[config.mk]
export PLATFORM = sky130hd
export DESIGN_NAME = writeback_stage_flat
export DESIGN_NICKNAME = d
export VERILOG_FILES = /design/src/rtl/writeback_stage_if.sv /design/src/rtl/writeback_stage.sv /design/src/flat_wrapper.sv
export SDC_FILE = /design/constraint.sdc
export NUM_CORES = 1
export LEC_CHECK = 0
export ABC_AREA = 1
export BUFFER_PORTS_ARGS = -buffer_cell sky130_fd_sc_hd__buf_2
export CORE_ASPECT_RATIO = 1.1
export CORE_MARGIN = 2
export CORE_UTILIZATION = 50
export CTS_BUF_LIST = sky130_fd_sc_hd__clkbuf_8
export DETAILED_ROUTE_END_ITERATION = 16
export PLACE_DENSITY = 0.8
export SLEW_MARGIN = 20
export SYNTH_ARGS = -nofsm -noshare
export SYNTH_HDL_FRONTEND = slang
export SYNTH_SLANG_ARGS = --single-unit
[constraint.sdc]
create_clock -name clk -period 7.8 [get_ports clk]
set_input_delay 0.39 -clock clk [delete_from_list [all_inputs] [get_ports clk]]
set_output_delay 0.39 -clock clk [all_outputs]
set_load 0.05 [all_outputs]
[src/rtl/writeback_stage_if.sv]
// Memory-to-writeback stage bundle: retiring-instruction fields in,
// register-file write port and retirement status out.
interface writeback_stage_if;
  logic        in_valid;
  logic        flush;
  logic        in_reg_write;
  logic [4:0]  in_rd;
  logic [1:0]  in_result_src;
  logic [2:0]  in_funct3;
  logic [31:0] in_alu_result;
  logic [31:0] in_load_word;
  logic [31:0] in_pc_plus4;
  logic [31:0] in_imm;
  logic        enable_reg_write;
  logic [4:0]  addr_write;
  logic [31:0] write_data;
  logic        load_fault;
  logic [63:0] instret;

  modport master (
    output in_valid, flush, in_reg_write, in_rd, in_result_src, in_funct3,
           in_alu_result, in_load_word, in_pc_plus4, in_imm,
    input  enable_reg_write, addr_write, write_data, load_fault, instret
  );

  modport slave (
    input  in_valid, flush, in_reg_write, in_rd, in_result_src, in_funct3,
           in_alu_result, in_load_word, in_pc_plus4, in_imm,
    output enable_reg_write, addr_write, write_data, load_fault, instret
  );
endinterface

[src/rtl/writeback_stage.sv]
// RV32 writeback stage: selects the result, extracts/extends load data, flags
// misaligned or illegal loads and counts retired instructions.
module writeback_stage (
  input  logic             clk,
  input  logic             reset,
  writeback_stage_if.slave wb
);
  localparam logic [1:0] SRC_LOAD = 2'b01;
  localparam logic [1:0] SRC_PC4  = 2'b10;
  localparam logic [1:0] SRC_IMM  = 2'b11;

  localparam logic [2:0] F3_LB  = 3'b000;
  localparam logic [2:0] F3_LH  = 3'b001;
  localparam logic [2:0] F3_LW  = 3'b010;
  localparam logic [2:0] F3_LBU = 3'b100;
  localparam logic [2:0] F3_LHU = 3'b101;

  function automatic logic signed [31:0] ext_byte(input logic [7:0] b, input logic sgn);
    ext_byte = {{24{sgn & b[7]}}, b};
  endfunction

  function automatic logic signed [31:0] ext_half(input logic [15:0] h, input logic sgn);
    ext_half = {{16{sgn & h[15]}}, h};
  endfunction

  logic [1:0]         off;
  logic [7:0]         ld_byte;
  logic [15:0]        ld_half;
  logic signed [31:0] ld_data;
  logic signed [31:0] result;
  logic               ld_bad;
  logic               fault;
  logic               capture;

  always_comb begin
    off = wb.in_alu_result[1:0];
    case (off)
      2'd0:    ld_byte = wb.in_load_word[7:0];
      2'd1:    ld_byte = wb.in_load_word[15:8];
      2'd2:    ld_byte = wb.in_load_word[23:16];
      default: ld_byte = wb.in_load_word[31:24];
    endcase
    ld_half = off[1] ? wb.in_load_word[31:16] : wb.in_load_word[15:0];

    ld_bad  = 1'b0;
    ld_data = wb.in_load_word;
    case (wb.in_funct3)
      F3_LB:   ld_data = ext_byte(ld_byte, 1'b1);
      F3_LBU:  ld_data = ext_byte(ld_byte, 1'b0);
      F3_LH:   begin ld_data = ext_half(ld_half, 1'b1); ld_bad = off[0]; end
      F3_LHU:  begin ld_data = ext_half(ld_half, 1'b0); ld_bad = off[0]; end
      F3_LW:   ld_bad = (off != 2'b00);
      default: ld_bad = 1'b1;
    endcase

    case (wb.in_result_src)
      SRC_LOAD: result = ld_data;
      SRC_PC4:  result = wb.in_pc_plus4;
      SRC_IMM:  result = wb.in_imm;
      default:  result = wb.in_alu_result;
    endcase

    // Load-decode faults only matter when the load path is actually selected.
    fault   = (wb.in_result_src == SRC_LOAD) && ld_bad;
    capture = wb.in_valid && !wb.flush;
  end

  // ---- stage p1: registered writeback ----
  logic               vld_p1;
  logic               wr_req_p1;
  logic               fault_p1;
  logic [4:0]         rd_p1;
  logic signed [31:0] data_p1;
  logic [63:0]        instret_cnt;

  always_ff @(posedge clk or posedge reset) begin
    if (reset) begin
      vld_p1      <= 1'b0;
      wr_req_p1   <= 1'b0;
      fault_p1    <= 1'b0;
      rd_p1       <= 5'd0;
      data_p1     <= '0;
      instret_cnt <= 64'd0;
    end else begin
      vld_p1 <= capture;
      if (capture) begin
        wr_req_p1 <= wb.in_reg_write && (wb.in_rd != 5'd0) && !fault;
        fault_p1  <= fault;
        rd_p1     <= wb.in_rd;
        data_p1   <= result;
        if (!fault)
          instret_cnt <= instret_cnt + 64'd1;
      end
    end
  end

  // Write/fault flags are qualified by the bubble bit so they last one cycle.
  assign wb.enable_reg_write = vld_p1 & wr_req_p1;
  assign wb.load_fault       = vld_p1 & fault_p1;
  assign wb.addr_write       = rd_p1;
  assign wb.write_data       = data_p1;
  assign wb.instret          = instret_cnt;
endmodule

[src/flat_wrapper.sv]
// flat-port wrapper written by rule: the top's interface ports become plain ports
module writeback_stage_flat 
  (clk, reset, wb_in_valid, wb_flush, wb_in_reg_write, wb_in_rd, wb_in_result_src, wb_in_funct3, wb_in_alu_result, wb_in_load_word, wb_in_pc_plus4, wb_in_imm, wb_enable_reg_write, wb_addr_write, wb_write_data, wb_load_fault, wb_instret);
  writeback_stage_if wb_i ();
  input  logic clk;
  input  logic reset;
  input wire logic [$bits(wb_i.in_valid)-1:0] wb_in_valid;
  input wire logic [$bits(wb_i.flush)-1:0] wb_flush;
  input wire logic [$bits(wb_i.in_reg_write)-1:0] wb_in_reg_write;
  input wire logic [$bits(wb_i.in_rd)-1:0] wb_in_rd;
  input wire logic [$bits(wb_i.in_result_src)-1:0] wb_in_result_src;
  input wire logic [$bits(wb_i.in_funct3)-1:0] wb_in_funct3;
  input wire logic [$bits(wb_i.in_alu_result)-1:0] wb_in_alu_result;
  input wire logic [$bits(wb_i.in_load_word)-1:0] wb_in_load_word;
  input wire logic [$bits(wb_i.in_pc_plus4)-1:0] wb_in_pc_plus4;
  input wire logic [$bits(wb_i.in_imm)-1:0] wb_in_imm;
  output wire logic [$bits(wb_i.enable_reg_write)-1:0] wb_enable_reg_write;
  output wire logic [$bits(wb_i.addr_write)-1:0] wb_addr_write;
  output wire logic [$bits(wb_i.write_data)-1:0] wb_write_data;
  output wire logic [$bits(wb_i.load_fault)-1:0] wb_load_fault;
  output wire logic [$bits(wb_i.instret)-1:0] wb_instret;
  assign wb_i.in_valid = wb_in_valid;
  assign wb_i.flush = wb_flush;
  assign wb_i.in_reg_write = wb_in_reg_write;
  assign wb_i.in_rd = wb_in_rd;
  assign wb_i.in_result_src = wb_in_result_src;
  assign wb_i.in_funct3 = wb_in_funct3;
  assign wb_i.in_alu_result = wb_in_alu_result;
  assign wb_i.in_load_word = wb_in_load_word;
  assign wb_i.in_pc_plus4 = wb_in_pc_plus4;
  assign wb_i.in_imm = wb_in_imm;
  assign wb_enable_reg_write = wb_i.enable_reg_write;
  assign wb_addr_write = wb_i.addr_write;
  assign wb_write_data = wb_i.write_data;
  assign wb_load_fault = wb_i.load_fault;
  assign wb_instret = wb_i.instret;
  writeback_stage u_core (.clk(clk), .reset(reset), .wb(wb_i));
endmodule
==> results of run 1 <==
-- registers in the layout (all words and copies together) (netlist names) --
name                  cells
u_core.fault_p1           1
u_core.vld_p1             1
u_core.wb.addr_write      5
u_core.wb.instret        64
u_core.wb.write_data     32
u_core.wr_req_p1          1
-- synth_stat cells (all sizes together) --
library cell	instances	area [um^2]
nor2	256	1030
xor2	27	236
nor3	2	10.0
nand4	7	43.8
buf	15	106
ha	1	12.5
inv	75	284
o211ai	1	7.51
clkinv	1	8.76
o21ai	61	305
o31ai	1	7.51
xnor2	16	140
dfrtp	104	2600
clkbuf	20	75.1
a31oi	3	18.8
o22ai	3	18.8
nand3b	13	97.6
nand2	422	1640
a21oi	39	195
nand3	41	218
-- layout by cell type, fill, tap and decap left out, types with 10 or more instances in the layout --
cell type / instances
clkbuf_8: 10
nor2_2: 11
nand3_1: 40
nor2_1: 240
a21oi_1: 39
xor2_1: 27
inv_1: 67
xnor2_1: 16
buf_2: 245
o21ai_0: 57
dfrtp_1: 104
nand3b_1: 13
nand2_1: 412
-- report_power, final --
group	internal (mW)	leakage (nW)	switching [mW]	total (mW)
sequential	0.592	1.36	0.0467	0.639
clock	0.220	0.115	0.198	0.419
combinational	0.120	3.04	0.358	0.479
total	0.933	4.51	0.603	1.54
-- routing by layer --
metal / track usage (%) / share of wire, % / up-vias / wire [um]
met1: 38.7 / 40 / 3631 / 9520
li1: - / - / 3885 / -
met5: 0 / 0 / - / 0
met2: 53.1 / 48 / 388 / 11400
met3: 4.47 / 7.3 / 72 / 1720
met4: 16.2 / 4.4 / 0 / 1030
-- critical path, stage by stage --
cell and delay [ns]:
buf_2 0.18, inv_2 0.45, nand2_1 0.61, nor2_1 0.26, o21ai_0 0.22, nand2_1 0.10, nand2_1 0.05
-- per-stage QoR --
step | power [mW] | utilization, % | instances
after floorplan | 0.982 | - | 1108
after global placement | 1.12 | 60.6 | 1508
after detailed placement | 1.13 | 60.6 | 1508
after CTS | 1.54 | 62.3 | 1523
after global routing | 1.61 | 62.3 | 1523
final | 1.54 | 62.3 | 1523
-- final cells by class --
cell class                 count  area (um^2)
inverter                      76          295
fill                        1373         5200
timing repair buffer         247         1240
tap                          188          235
multi-input combinational    893         3980
sequential                   104         2600
clock buffer                  10          138
clock inverter                 5          105
-- cells by family (layout without fill, tap and decap cells) --
family,Yosys count,after routing,share of synthesized area (%)
AO/OA/AOI/OAI,108,108,7.84
AND/OR/NAND/NOR,741,741,43.0
XOR/XNOR,43,43,5.34
flip-flops,104,104,36.9
buffers and inverters,111,338,6.72
adder cells (fa/ha/maj),1,1,0.177
-- how the worst max path moves through the flow --
| stage | to | depth (start not counted) | slack, ns | from |
|---|---|---|---|---|
| after floorplan | u_core.fault_p1$_DFFE_PP0P_ | 1 | 4.68 | reset |
| after global placement | u_core.wb.write_data[6]$_DFFE_PP0P_ | 7 | 5.46 | wb_in_result_src[0] |
| after detailed placement | u_core.wb.write_data[6]$_DFFE_PP0P_ | 7 | 5.41 | wb_in_result_src[0] |
| after CTS | u_core.wb.write_data[6]$_DFFE_PP0P_ | 7 | 5.85 | wb_in_result_src[0] |
| after global routing | u_core.wb.write_data[5]$_DFFE_PP0P_ | 7 | 5.65 | wb_in_result_src[0] |
| final | u_core.wb.write_data[6]$_DFFE_PP0P_ | 7 | 5.81 | wb_in_result_src[0] |
==> run_results.csv, run 1 <==
group,metric,value,unit
place,portBuffers,245,
global_routing,grt_usage,31.4,%
critical_path,crit_path_max_fanout,33,
floorplan,die_area,15100,um^2
route,wl_per_cell,15.5,um
place,dp_slack,5.41,ns
place,routabilityCongestion,0.958,
clocking,clock_path_buffers,2,
critical_path,crit_type,"in2reg",
synth,avgSynthCellArea,6.37,um^2
clocking,cts_setup_buffers,0,
critical_path,worst_setup_path_end_kind,"register",
synth,synth_nets,1252,
finish,drive_above_1_share,22.3,%
floorplan,core,13800,um^2
route,vias_per_cell,5.24,
timing,drv_slew,0,
floorplan,die_w,117,um
pwr,power_leakage,4.51,nW
route,firstDrtPassIters,5,
timing,holdWs,0.0365,ns
timing,slew_headroom,30.9,%
timing,timing.final.crit_period,1.99,ns
pwr,vdd_drop_max,0.000178,V
global_routing,globalRouteOverflowTotal,0,
critical_path,required,8.09,ns
timing,timing.final.crit_share,25.5,%
critical_path,critPathLaunchType,"primary input",
finish,fin_area,8600,um^2
place,place_area,8350,um^2
global_routing,grt_max_degree,67,
synth,synth.distinct_cells,32,
route,drc,0,
hold_path,min_path_type,"in2async",
global_routing,grt_pass1_wl,36400,um
clocking,cts_root_buf,"clkbuf_8",
critical_path,r2r-end,"u_core.wb.instret[54]$_DFFE_PP0P_",
clocking,tritoncts.num_buffers,9,
place,post-dp-hpwl,18300,um
route,drt-initial-drc-count,761,
timing,max_freq,502,MHz
timing,fin_skew,0.0128,ns
floorplan,start_util,51.2,%
finish,diodes,0,
route,routed-via-count,7976,
floorplan,rows,45,
synth,ys_seq_area_share,36.9,%
clocking,htree_levels,3,
clocking,cts_resized,0,
clocking,clock_sinks,104,
global_routing,antenna_found_initial,0,
timing,timing.final.ws_setup,5.81,ns
finish,nets,1475,
finish,area.growth.synth_to_final,21.8,%
floorplan,die_h,129,um
synth,ys_warn_count,0,
clocking,cts_tree,"yes",
synth,synthCells,1108,
global_routing,first_global_vias,7448,
floorplan,ios,246,
timing,hold_viol,0,
clocking,clock_latency,0.39,ns
outcome,status,"finished clean",
route,routed_wl,23600,um
pwr,power_density,179,nW/um^2
critical_path,reg2reg_slack,5.96,ns
critical_path,ff2ff_path_depth,10,
route,ant_nets,0,
critical_path,regToRegStartpoint,"u_core.wb.instret[1]$_DFFE_PP0P_",
timing,finalSetupTns,0,ns
clocking,holdBufCountCts,0,
clocking,clkSlewWorstSetupHoldPaths,0.10,ns
timing,worstMarginPinSlew,1.03,ns
critical_path,arrival,2.28,ns
job,drv_cap,0,
synth,netlist_area,7060,um^2
timing,rsz0062_at_grt,"false",
timing,finalSetupViolations,0,
synth,ys_seq_elements,104,
No activity file was read; power rests on OpenSTA's default activity.
==> inputs of run 2 (changes only) <==
- CORE_UTILIZATION: 50 -> 47
- PLACE_DENSITY: 0.8 -> 0.79
- clock period: 7.8 -> 1.8 ns (I/O delays scaled with it)
==> run_results.csv, run 2 (synthesized netlist as in run 1, its figures left out) <==
group,metric,value,unit
critical_path,r2r-end,"u_core.wb.instret[58]$_DFFE_PP0P_",
critical_path,regToRegStartpoint,"u_core.wb.instret[16]$_DFFE_PP0P_",
floorplan,rows,46,
global_routing,grt_pass1_wl,38500,um
hold_path,min_to,"u_core.wr_req_p1$_DFFE_PP0P_",
timing,worstMarginPinSlew,0.728,ns
critical_path,cp_top_family,"simple AND/OR/NAND/NOR gates",
timing,slew_headroom,51.5,%
pwr,switchingPower,2.67,mW
place,routabilityCongestion,0.993,
finish,drive_above_1_share,24.7,%
pwr,combinationalPowerShare,33.3,%
timing,hold_viol,0,
place,dp_slack,0.0504,ns
clocking,cts_root_buf,"clkbuf_8",
pwr,power.share.clock,25.0,%
pwr,vdd_drop_max,0.000750,V
critical_path,cpPeakStageDelay,0.42,ns
finish,largest_reg_flops,64,
route,routed-via-count,8196,
floorplan,die_w,121,um
timing,finalSetupViolations,0,
hold_path,worstHoldStart,"wb_in_reg_write",
floorplan,ios,246,
critical_path,crit_top_cell,"nand2_1",
pwr,p_sw_share,40.3,%
clocking,cts_tree,"yes",
finish,fin_area,8980,um^2
route,routed_wl,25100,um
finish,fin_util,61.6,%
global_routing,antenna_found_initial,0,
timing,timing.final.crit_period,1.73,ns
clocking,tritoncts.num_buffers,9,
hold_path,worstHoldPathCells,3,
floorplan,core,14600,um^2
timing,timing.final.crit_share,95.9,%
timing,drv_slew,0,
global_routing,grt_usage,30.7,%
clocking,htree_levels,3,
pwr,p_int,3.96,mW
route,ant_nets,0,
floorplan,die_area,16000,um^2
critical_path,required,2.09,ns
critical_path,cp_cell_sequence,"nand2_1, nor2_2, nand2_1, nor2_1, nand2_1, o21ai_0, nand2_1, nand2_1, nand2_1",
critical_path,reg2reg_slack,0.07,ns
global_routing,first_global_vias,7557,
critical_path,critPathLaunchType,"register",
route,drc,0,
pwr,power_leakage,4.68,nW
critical_path,crit_type,"reg2reg",
timing,fin_skew,0.0202,ns
timing,rsz0062_at_grt,"true",
global_routing,globalRouteOverflowTotal,0,
finish,diodes,0,
finish,nets,1510,
clocking,clock_path_buffers,2,
pwr,power_density,738,nW/um^2
route,firstDrtPassIters,5,
global_routing,grt_max_degree,74,
floorplan,die_h,133,um
timing,max_freq,579,MHz
clocking,clock_latency,0.39,ns
pwr,pwr-share-seq,41.7,%
critical_path,cp_slowest_cell,"dfrtp_1",
floorplan,start_util,48.5,%
finish,layout_common_cells,"nand2_1, buf_2, nor2_1",
route,wl_per_cell,16.1,um
job,drv_cap,0,
route,vias_per_cell,5.24,
critical_path,arrival,2.02,ns
hold_path,min_path_type,"in2reg",
outcome,status,"finished clean",
timing,finalSetupTns,0,ns
timing,holdWs,0.00263,ns
place,dp.cells,1534,
finish,final_common_cell,"nand2_1",
finish,area.growth.synth_to_final,27.2,%
critical_path,worst_setup_path_end_kind,"register",
finish,fin_cells,1563,
place,place_area,8590,um^2
critical_path,ff2ff_path_depth,9,
clocking,clock_sinks,104,
critical_path,crit_path_max_fanout,4,
place,post-dp-hpwl,19600,um
timing,timing.final.ws_setup,0.0729,ns
route,drt-initial-drc-count,870,
clocking,clkSlewWorstSetupHoldPaths,0.11,ns
place,portBuffers,245,
critical_path,path_buf_inv,0,
pwr,total_power,6.63,mW
-- run 2: repair_timing --
item                       in CTS  in global routing
hold buffers                    7                  0
setup endpoints to repair       0                 23
resized for setup               0                 14
buffers inserted                0                  6
hold endpoints to repair       26                  0
-- run 2: layer usage --
layer / global-route usage (%) / wire (um) / up-vias / share of wire (%)
met2: 53.7 / 12500 / 404 / 50
li1: - / - / 3961 / -
met1: 36.4 / 9610 / 3757 / 38
met3: 4.61 / 1960 / 74 / 7.8
met4: 15.1 / 1100 / 0 / 4.4
met5: 0 / 0 / - / 0
-- run 2: how the worst max path moves through the flow --
| stage | start | end | slack (ns) | cells after the start |
|---|---|---|---|---|
| after floorplan | u_core.wb.instret[5]$_DFFE_PP0P_ | u_core.wb.instret[38]$_DFFE_PP0P_ | 0.02 | 8 |
| after global placement | u_core.wb.instret[1]$_DFFE_PP0P_ | u_core.wb.instret[50]$_DFFE_PP0P_ | 0.1 | 10 |
| after detailed placement | u_core.wb.instret[1]$_DFFE_PP0P_ | u_core.wb.instret[26]$_DFFE_PP0P_ | 0.05 | 7 |
| after CTS | u_core.wb.instret[1]$_DFFE_PP0P_ | u_core.wb.instret[50]$_DFFE_PP0P_ | 0.03 | 10 |
| after global routing | u_core.wb.instret[2]$_DFFE_PP0P_ | u_core.wb.instret[49]$_DFFE_PP0P_ | -0.006 | 9 |
| final | u_core.wb.instret[16]$_DFFE_PP0P_ | u_core.wb.instret[58]$_DFFE_PP0P_ | 0.07 | 9 |
-- run 2: final cells by class --
cell class	instances	area, um^2
Clock buffer	9	124
Clock inverter	7	96.3
Fill cell	1363	5590
Inverter	76	297
Multi-Input combinational cell	893	4030
Sequential cell	104	2610
Tap cell	192	240
Timing Repair Buffer	282	1580
-- run 2: power groups by stage --
stage | clock [mW] | sequential, mW | combinational [mW]
floorplan | 0 | 3.59 | 0.672
global placement | 0 | 2.80 | 2.12
detailed placement | 0 | 2.81 | 2.13
CTS | 1.68 | 2.77 | 2.16
global route | 1.78 | 2.80 | 2.35
finish | 1.66 | 2.76 | 2.21
-- run 2: worst reg2reg max path, stage by stage, from the launching register on --
cell     delay [ns]
dfrtp_1        0.42
nand2_1        0.11
nor2_2         0.20
nand2_1        0.13
nor2_1         0.22
nand2_1        0.13
o21ai_0        0.20
nand2_1        0.09
nand2_1        0.06
nand2_1        0.05
==> inputs of run 3 (changes only) <==
==> constraint.sdc (replaced) <==
create_clock -name clk -period 1.8 [get_ports clk]
set_input_delay 0 -clock clk [delete_from_list [all_inputs] [get_ports clk]]
set_output_delay 0 -clock clk [all_outputs]
set_load 0.05 [all_outputs]
==> run_results.csv, run 3 (synthesized netlist as in run 1, its figures left out) <==
group,metric,value,unit
global_routing,globalRouteOverflowTotal,0,
finish,drive_above_1_share,23.6,%
pwr,vdd_drop_max,0.00107,V
clocking,cts_root_buf,"clkbuf_8",
finish,layout_common_cells,"nand2_1, buf_2, nor2_1",
finish,final.fill_count,1339,
route,routed_wl,25700,um
clocking,clock_sinks,104,
critical_path,cp_top_family,"simple AND/OR/NAND/NOR gates",
critical_path,cp_cell_sequence,"nand2_1, nor2_1, nand2_1, nor2_1, nand3b_1, nor2_2, nand2_1, nand2_1, nand2_1",
hold_path,worstHoldPathCells,5,
critical_path,critPathLaunchType,"register",
timing,slew_headroom,50.5,%
critical_path,ff2ff_path_depth,9,
timing,rsz0062_at_grt,"true",
finish,regArea,2610,um^2
place,dp_slack,0.0574,ns
floorplan,core,14600,um^2
critical_path,cpPeakStageDelay,0.43,ns
timing,timing.final.ws_setup,0.111,ns
timing,worstMarginPinSlew,0.742,ns
place,post-dp-hpwl,19400,um
finish,area.growth.synth_to_final,32.6,%
clocking,clock_latency,0.40,ns
route,wl_per_cell,16.0,um
route,firstDrtPassIters,6,
timing,fin_skew,0.0187,ns
critical_path,required,2.09,ns
critical_path,crit_path_max_fanout,4,
clocking,tritoncts.num_buffers,9,
timing,hold_viol,0,
critical_path,worst_setup_path_end_kind,"register",
pwr,power_leakage,4.80,nW
route,drc,0,
route,vias_per_cell,5.25,
critical_path,cp_slowest_cell,"dfrtp_1",
critical_path,cp_num_cells,9,
global_routing,grt_usage,32.1,%
pwr,power_density,690,nW/um^2
route,drt-initial-drc-count,701,
critical_path,crit_type,"reg2reg",
outcome,status,"finished clean",
critical_path,path_buf_inv,0,
hold_path,min_path_type,"in2reg",
finish,nets,1554,
clocking,clkSlewWorstSetupHoldPaths,0.12,ns
timing,holdWs,0.0203,ns
global_routing,antenna_found_initial,1,
clocking,clock_path_buffers,2,
critical_path,crit_top_cell,"nand2_1",
place,portBuffers,245,
floorplan,ios,246,
floorplan,die_h,133,um
global_routing,grt_max_degree,74,
clocking,htree_levels,3,
timing,finalSetupViolations,0,
job,drv_cap,0,
timing,timing.final.crit_period,1.69,ns
floorplan,die_area,16000,um^2
global_routing,grt_pass1_wl,40400,um
finish,final_common_cell,"nand2_1",
timing,drv_slew,0,
clocking,cts_tree,"yes",
floorplan,rows,46,
floorplan,die_w,121,um
finish,largest_reg_flops,64,
finish,multiInputGateArea,4030,um^2
critical_path,reg2reg_slack,0.11,ns
route,ant_nets,0,
critical_path,arrival,1.98,ns
floorplan,start_util,48.5,%
timing,max_freq,592,MHz
timing,timing.final.crit_share,93.8,%
global_routing,first_global_vias,8133,
route,routed-via-count,8448,
place,routabilityCongestion,0.968,
==> run 3: cell types whose count changed in the layout (fill, tap and decap cells not counted), sizes merged <==
| cell | before | now |
|---|---|---|
| bufinv | 2 | 0 |
| dlygate4sd3 | 7 | 56 |
| diode | 0 | 1 |
| clkinv | 3 | 4 |
| inv | 74 | 78 |
| buf | 275 | 270 |
| clkinvlp | 4 | 1 |
==> run 3: cell type report <==
type	count	area share [%]
multi-input cells	893	43.1
flip-flops and latches	104	27.8
repair buffers	326	21.4
inverters	76	3.17
well taps	192	2.57
clock buffers	9	1.32
clock inverters	7	0.602
diodes	1	0.0268
==> run 3: power by group <==
part | internal [mW] | total, mW | switching (mW) | leakage, nW
sequential | 2.57 | 2.78 | 0.205 | 1.35
clock | 0.521 | 1.42 | 0.903 | 0.0960
combinational | 0.639 | 2.25 | 1.62 | 3.35
total | 3.73 | 6.45 | 2.72 | 4.80
==> run 3: through the flow <==
step	TNS [ns]	util, %	instances	total power [mW]	area, um^2
2_1_floorplan	0	-	1108	4.26	7060
3_3_place_gp	0	58.7	1533	4.91	8550
3_5_place_dp	0	58.7	1533	4.94	8550
4_1_cts	0	63.8	1605	6.45	9290
5_1_grt	-0.102	64.2	1607	6.76	9350
6_report	0	64.2	1608	6.45	9350
==> run 3: path summary, 6_finish.rpt <==
path,start,end
setup / recovery,u_core.wb.instret[21]$_DFFE_PP0P_,u_core.wb.instret[49]$_DFFE_PP0P_
min in group asynchronous,reset,u_core.wb.write_data[11]$_DFFE_PP0P_
hold / removal,wb_in_imm[3],u_core.wb.write_data[3]$_DFFE_PP0P_
hold reg to reg,u_core.wb.write_data[3]$_DFFE_PP0P_,u_core.wb.write_data[3]$_DFFE_PP0P_
max in group asynchronous,reset,u_core.wb.instret[0]$_DFFE_PP0P_
setup reg to reg,u_core.wb.instret[21]$_DFFE_PP0P_,u_core.wb.instret[49]$_DFFE_PP0P_
==> run 3: routing by layer <==
| metal | up-vias | global-route usage [%] | wire length, um |
|---|---|---|---|
| met5 | - | 0 | 0 |
| met4 | 0 | 18.0 | 1380 |
| met3 | 99 | 6.42 | 2160 |
| met2 | 465 | 54.7 | 12400 |
| met1 | 3827 | 37.4 | 9720 |
| li1 | 4057 | - | - |
==> run 3: what timing repair did <==
item,in CTS,in global routing
endpoints found under the setup margin,0,18
hold endpoints to repair,142,0
hold buffers,56,0
resized for setup,0,17
buffers inserted,0,2
==> run 3: worst register-to-register path: cells and delay by family, from the launching register on <==
kind             cells  cell delay, ns
flip-flops           1            0.43
AND/OR/NAND/NOR      9            1.14
